## config.mk

```make
export PLATFORM = sky130hd
export DESIGN_NAME = sram_arbiter
export DESIGN_NICKNAME = d
export VERILOG_FILES = /design/src/rtl/sram_arbiter.sv
export SDC_FILE = /design/constraint.sdc
export NUM_CORES = 1
export LEC_CHECK = 0
export CORE_ASPECT_RATIO = 1.1
export CORE_MARGIN = 5
export CORE_UTILIZATION = 40
export DETAILED_ROUTE_END_ITERATION = 12
export GPL_TIMING_DRIVEN = 0
export PLACE_DENSITY = 0.8
export RECOVER_POWER = 100
export SETUP_SLACK_MARGIN = 0.15
export SYNTH_ARGS = -nofsm -noshare
export SYNTH_HDL_FRONTEND = slang
export SYNTH_SLANG_ARGS = --single-unit
```

## constraint.sdc

```tcl
create_clock -name clk_100 -period 2.5 [get_ports clk_100]
set_input_delay 0.25 -clock clk_100 [delete_from_list [all_inputs] [get_ports clk_100]]
set_output_delay 0.25 -clock clk_100 [all_outputs]
set_load 0.01 [all_outputs]
```

## src/rtl/sram_arbiter.sv

```systemverilog
`default_nettype none
// ============================================================================
// Module      : sram_arbiter
// Description : Two-port round-robin arbiter and timing sequencer for an
//               external asynchronous SRAM (byte wide, low lane only).
//               Port A is the CPU/chipset requester and port B is the
//               video/DMA requester. One access is in flight at a time.
//               This block drives the address, the write-data tristate
//               (data + enable) and WE_n. CE_n, OE_n and LB_n are tied off
//               at the top level.
// Ports       : clk_100, reset_n          clock / async active-low reset
//               {a,b}_req/_we/_addr/_wdata requester inputs (level request)
//               {a,b}_rdata, {a,b}_ack     read data and 1-cycle completion
//               sram_addr_o, sram_data_o   SRAM address and write data
//               sram_data_i                SRAM read data from the pins
//               sram_data_oe, sram_we_n_o  data tristate enable, write strobe
//               busy, owner_b              not-IDLE flag, last granted port
// Revision    : 1.0 - initial release
// ============================================================================
module sram_arbiter #(
    parameter int ADDR_W     = 21,
    parameter int DATA_W     = 8,
    parameter int ACCESS_CYC = 2
) (
    input  logic              clk_100,
    input  logic              reset_n,
    input  logic              a_req,
    input  logic              a_we,
    input  logic [ADDR_W-1:0] a_addr,
    input  logic [DATA_W-1:0] a_wdata,
    output logic [DATA_W-1:0] a_rdata,
    output logic              a_ack,
    input  logic              b_req,
    input  logic              b_we,
    input  logic [ADDR_W-1:0] b_addr,
    input  logic [DATA_W-1:0] b_wdata,
    output logic [DATA_W-1:0] b_rdata,
    output logic              b_ack,
    output logic [ADDR_W-1:0] sram_addr_o,
    output logic [DATA_W-1:0] sram_data_o,
    input  logic [DATA_W-1:0] sram_data_i,
    output logic              sram_data_oe,
    output logic              sram_we_n_o,
    output logic              busy,
    output logic              owner_b
);

    localparam int                CNT_W      = $clog2(ACCESS_CYC + 1);
    localparam logic [CNT_W-1:0]  c_CNT_LOAD = CNT_W'(ACCESS_CYC - 1);

    localparam logic [2:0] c_ST_IDLE     = 3'd0;
    localparam logic [2:0] c_ST_RD       = 3'd1;
    localparam logic [2:0] c_ST_WR_SETUP = 3'd2;
    localparam logic [2:0] c_ST_WR_PULSE = 3'd3;
    localparam logic [2:0] c_ST_WR_HOLD  = 3'd4;
    localparam logic [2:0] c_ST_DONE     = 3'd5;

    logic [2:0]        r_state;
    logic [2:0]        w_state_nxt;
    logic [CNT_W-1:0]  r_cnt;
    logic              r_owner_b;
    logic [ADDR_W-1:0] r_addr;
    logic [DATA_W-1:0] r_wdata;
    logic [DATA_W-1:0] r_a_rdata;
    logic [DATA_W-1:0] r_b_rdata;
    logic              r_a_ack;
    logic              r_b_ack;
    logic              r_busy;
    logic              r_oe;
    logic              r_we_n;

    logic              w_any_req;
    logic              w_grant_b;
    logic              w_sel_we;
    logic [ADDR_W-1:0] w_sel_addr;
    logic [DATA_W-1:0] w_sel_wdata;
    logic              w_cnt_zero;
    logic              w_we_n_nxt;
    logic              w_oe_nxt;
    logic              w_busy_nxt;
    logic              w_a_ack_nxt;
    logic              w_b_ack_nxt;

    // Round robin: on a tie the port that did NOT own the last grant wins.
    // owner_b resets to 1 so port A wins the very first tie.
    assign w_any_req   = a_req | b_req;
    assign w_grant_b   = b_req & (~a_req | ~r_owner_b);
    assign w_sel_we    = w_grant_b ? b_we    : a_we;
    assign w_sel_addr  = w_grant_b ? b_addr  : a_addr;
    assign w_sel_wdata = w_grant_b ? b_wdata : a_wdata;
    assign w_cnt_zero  = (r_cnt == '0);

    // ------------------------------------------------------------------
    // State register
    // ------------------------------------------------------------------
    always_ff @(posedge clk_100 or negedge reset_n) begin
        if (!reset_n) begin
            r_state <= c_ST_IDLE;
        end else begin
            r_state <= w_state_nxt;
        end
    end

    // ------------------------------------------------------------------
    // Next-state logic
    // ------------------------------------------------------------------
    always_comb begin
        w_state_nxt = r_state;
        case (r_state)
            c_ST_IDLE: begin
                if (w_any_req) begin
                    w_state_nxt = w_sel_we ? c_ST_WR_SETUP : c_ST_RD;
                end
            end
            c_ST_RD: begin
                if (w_cnt_zero) begin
                    w_state_nxt = c_ST_DONE;
                end
            end
            c_ST_WR_SETUP: w_state_nxt = c_ST_WR_PULSE;
            c_ST_WR_PULSE: begin
                if (w_cnt_zero) begin
                    w_state_nxt = c_ST_WR_HOLD;
                end
            end
            c_ST_WR_HOLD:  w_state_nxt = c_ST_DONE;
            c_ST_DONE:     w_state_nxt = c_ST_IDLE;
            default:       w_state_nxt = c_ST_IDLE;
        endcase
    end

    // ------------------------------------------------------------------
    // Output decode from the next state; registered below so every pin is
    // a flop output and lines up with the state it belongs to.
    // ------------------------------------------------------------------
    always_comb begin
        w_we_n_nxt  = (w_state_nxt != c_ST_WR_PULSE);
        w_oe_nxt    = (w_state_nxt == c_ST_WR_SETUP) ||
                      (w_state_nxt == c_ST_WR_PULSE) ||
                      (w_state_nxt == c_ST_WR_HOLD);
        w_busy_nxt  = (w_state_nxt != c_ST_IDLE);
        // No grant can happen on the way into DONE, so r_owner_b is current.
        w_a_ack_nxt = (w_state_nxt == c_ST_DONE) && !r_owner_b;
        w_b_ack_nxt = (w_state_nxt == c_ST_DONE) &&  r_owner_b;
    end

    always_ff @(posedge clk_100 or negedge reset_n) begin
        if (!reset_n) begin
            r_we_n  <= 1'b1;
            r_oe    <= 1'b0;
            r_busy  <= 1'b0;
            r_a_ack <= 1'b0;
            r_b_ack <= 1'b0;
        end else begin
            r_we_n  <= w_we_n_nxt;
            r_oe    <= w_oe_nxt;
            r_busy  <= w_busy_nxt;
            r_a_ack <= w_a_ack_nxt;
            r_b_ack <= w_b_ack_nxt;
        end
    end

    // ------------------------------------------------------------------
    // Datapath: grant latch, access timer, read capture.
    // The address/data registers only load at a grant, so they are stable
    // for the whole access (in particular while WE_n is low) and keep
    // their last value through DONE and IDLE.
    // ------------------------------------------------------------------
    always_ff @(posedge clk_100 or negedge reset_n) begin
        if (!reset_n) begin
            r_cnt     <= '0;
            r_owner_b <= 1'b1;
            r_addr    <= '0;
            r_wdata   <= '0;
            r_a_rdata <= '0;
            r_b_rdata <= '0;
        end else begin
            case (r_state)
                c_ST_IDLE: begin
                    if (w_any_req) begin
                        r_cnt     <= c_CNT_LOAD;
                        r_owner_b <= w_grant_b;
                        r_addr    <= w_sel_addr;
                        if (w_sel_we) begin
                            r_wdata <= w_sel_wdata;
                        end
                    end
                end
                c_ST_RD: begin
                    if (w_cnt_zero) begin
                        if (r_owner_b) begin
                            r_b_rdata <= sram_data_i;
                        end else begin
                            r_a_rdata <= sram_data_i;
                        end
                    end else begin
                        r_cnt <= r_cnt - CNT_W'(1);
                    end
                end
                // WR_SETUP leaves the count untouched so WR_PULSE gets the
                // full ACCESS_CYC cycles.
                c_ST_WR_PULSE: begin
                    if (!w_cnt_zero) begin
                        r_cnt <= r_cnt - CNT_W'(1);
                    end
                end
                default: ;
            endcase
        end
    end

    assign a_rdata      = r_a_rdata;
    assign b_rdata      = r_b_rdata;
    assign a_ack        = r_a_ack;
    assign b_ack        = r_b_ack;
    assign sram_addr_o  = r_addr;
    assign sram_data_o  = r_wdata;
    assign sram_data_oe = r_oe;
    assign sram_we_n_o  = r_we_n;
    assign busy         = r_busy;
    assign owner_b      = r_owner_b;

endmodule
`default_nettype wire

```

==> results.sh <==
export IMPL_status="finished clean"
export IMPL_place_hpwl_mm=4.854
export IMPL_grt_pass1_vias=2121
export IMPL_layout_drive_gt1_share_pct=6.745
export IMPL_worst_setup_path_type="reg -> reg"
export IMPL_die_x_um=84.28
export IMPL_synthArstFlopShare_pct=100.0
export IMPL_p_leak_uw=0.001663
export IMPL_cp_end_kind="flip-flop"
export IMPL_synth_distinct_cells=29
export IMPL_grt_use_total_pct=16.17
export IMPL_vdd_ir_drop_worst_v=0.0004783
export IMPL_cts_resized=0
export IMPL_place_area_sq_mm=0.003760
export IMPL_synth_top_area_cell="dfrtp_1"
export IMPL_setup_viol_count_final=0
export IMPL_areaGrowthSynthToFinish_pct=58.40
export IMPL_design_area_sq_mm=0.003845
export IMPL_cp_required_ns=2.73
export IMPL_power_density_mw_per_mm2=1029
export IMPL_root_buffer="clkbuf_8"
export IMPL_final_util_pct=65.82
export IMPL_start_util_pct=41.55
export IMPL_cts_tree="built"
export IMPL_drc=0
export IMPL_grt_pass1_wl_mm=10.16
export IMPL_ys_warn_count=0
export IMPL_period_minus_slack_ns=2.085
export IMPL_core_sq_mm=0.005842
export IMPL_clk_pin_slew_ns=0.09
export IMPL_start_kind="flip-flop"
export IMPL_antenna_diode_count=0
export IMPL_final_nets=413
export IMPL_io_pins=123
export IMPL_drt_pre_antenna_iters=4
export IMPL_insertion_delay_ns=0.30
export IMPL_place_congestion=0.7343
export IMPL_synth_edf_count=0
export IMPL_worst_path_max_fanout=10
export IMPL_synth_top_cell_area_share_pct=55.67
export IMPL_rows=29
export IMPL_clockBufferDepth=2
export IMPL_slew_headroom_pct=18.93
export IMPL_antenna_found_initial=0
export IMPL_total_power_uw=3957
export IMPL_syn_inst=209
export IMPL_totalWireLength_mm=6.180
export IMPL_fillerInstances=478
export IMPL_period_share_pct=83.40
export IMPL_grt_start_max_net_pins=36
export IMPL_die_area_sq_mm=0.007728
export IMPL_synth_area_sq_mm=0.002427
export IMPL_fmaxAchievable_ghz=0.4796
export IMPL_rsz0062_at_grt="false"
export IMPL_min_path_type="reg -> reg"
export IMPL_place_ws_ns=0.3266
export IMPL_fin_tns_setup_ns=0
export IMPL_seq_area_frac_synth_pct=57.84
export IMPL_worstPathArrival_ns=2.31
export IMPL_syn_area_per_cell_sq_um=11.61
export IMPL_clock_skew_ns=0.003456
export IMPL_cts_sinks=56
export IMPL_finalMaxSlewViolations=0
export IMPL_setup_ws_ns=0.4149
export IMPL_viasPerCell=4.859
export IMPL_yosys_top_cells_area="dfrtp_1 56%, mux2i_1 12%, o21ai_0 4.9%"
export IMPL_initialDrtViolationCount=71
export IMPL_tightest_slew_ns=1.216
export IMPL_synth_ff_latch_count=56
export IMPL_synthesis_nets=282
export IMPL_max_cap_violations=0
export IMPL_drt_antenna_violating_nets=0
export IMPL_htree_num_levels=2
export IMPL_final_hold_violation_count=0
export IMPL_numPortBuffers=122
export IMPL_numCtsBuffers=5
export IMPL_num_vias=2031
export IMPL_die_h_um=91.70
export IMPL_overflow=0
export IMPL_wire_per_inst_um=14.78
export IMPL_dominantRegCellSynth="dfrtp_1"
## cells in the final DEF (no fill, tap or decap)
master,n
o21ai_0,25
and3_1,1
dfstp_1,1
ha_1,1
dfstp_2,1
nand3b_1,1
mux2i_1,30
or4b_1,1
buf_12,1
a21boi_1,1
nor2_1,4
clkbuf_8,5
a21oi_1,10
nor2b_1,1
nand2_1,28
a31oi_1,10
mux2_1,8
clkbuf_1,12
clkinv_2,1
clkdlybuf4s50_1,70
nand2b_1,1
dfrtp_1,54
nand3_1,1
xnor2_1,1
o21ba_2,1
nor4_2,1
buf_2,4
nor3_1,1
mux2_2,8
buf_4,1
dlygate4sd3_1,52
inv_1,3
a32o_1,1
## final cells by class
type                       instances  area, sq um  share of cell area [%]
buffer                            14        61.31                   1.595
multi-input combinational        136        945.9                   24.60
inverter                           3        11.26                  0.2929
clock buffer                       7        76.32                   1.985
clock inverter                     1        5.005                  0.1302
timing repair buffer             124         1245                   32.38
tap                               77        96.34                   2.506
sequential                        56         1404                   36.51
## final timing paths
path                                startpoint  depth (start not counted)        endpoint  slack, ns
min in group asynchronous              reset_n                          2           a_ack       0.71
worst max register to register         owner_b                          7  sram_data_o[6]       0.41
worst min register to register  sram_addr_o[7]                          2  sram_addr_o[7]       0.48
worst max-delay path                   owner_b                          7  sram_data_o[6]       0.41
max in group asynchronous              reset_n                          3            busy       1.01
worst min-delay path            sram_addr_o[7]                          2  sram_addr_o[7]       0.48
## Yosys cell counts (2+ instances only)
| cell | n |
|---|---|
| mux2_1 | 8 |
| inv_1 | 3 |
| mux2_2 | 8 |
| dfrtp_1 | 54 |
| clkbuf_1 | 7 |
| nand2_1 | 27 |
| nor2_1 | 4 |
| dfstp_2 | 2 |
| a21oi_1 | 10 |
| mux2i_1 | 30 |
| buf_2 | 6 |
| o21ai_0 | 24 |
| a31oi_1 | 10 |
## layer usage
metal  vias to the layer above  global-route usage [%]  wire [um]
li1                        996                       -          -
met1                       949                   19.20       2452
met2                        81                   28.29       3085
met3                         5                   5.824        590
met4                         0                   3.217         51
met5                         -                       0          0
## stage by stage
step | hold slack (ns) | std cells
2_1_floorplan | -0.04559 | 209
3_3_place_gp | 0.4599 | 408
3_5_place_dp | 0.2447 | 409
4_1_cts | 0.4493 | 418
5_1_grt | 0.5113 | 418
6_report | 0.4777 | 418
## registers in the layout, summed over array words and instances, names as in the netlist
signal and count:
b_rdata 8, sram_data_oe 1, sram_we_n_o 1, owner_b 1, busy 1, sram_addr_o 21
a_rdata 8, sram_data_o 8, b_ack 1, a_ack 1, r_state 3, r_cnt 2
## cell families after synthesis
family,after synthesis,share of synthesized area (%)
AO/OA/AOI/OAI,48,10.93
buffers and inverters,17,3.093
AND/OR/NAND/NOR,40,7.474
multiplexers,46,19.79
XOR/XNOR,1,0.3609
flip-flops,56,57.84
adder cells (fa/ha/maj),1,0.5154
## power by group
part	switching [uW]	internal, uW
Clock	265	197
Sequential	200	1350
Combinational	933	1010
## critical path: stages, from the launching register on
cell	delay, ns
dfstp_1	0.53
clkbuf_1	0.28
nand2b_1	0.16
a32o_1	0.15
buf_2	0.20
clkbuf_1	0.40
a21oi_1	0.14
a31oi_1	0.16
## repair_timing
action,CTS,global route
endpoints found under the hold margin,19,0
hold buffers,1,0
buffers inserted,0,0
Note: power is estimated with default switching activity, not from simulation.
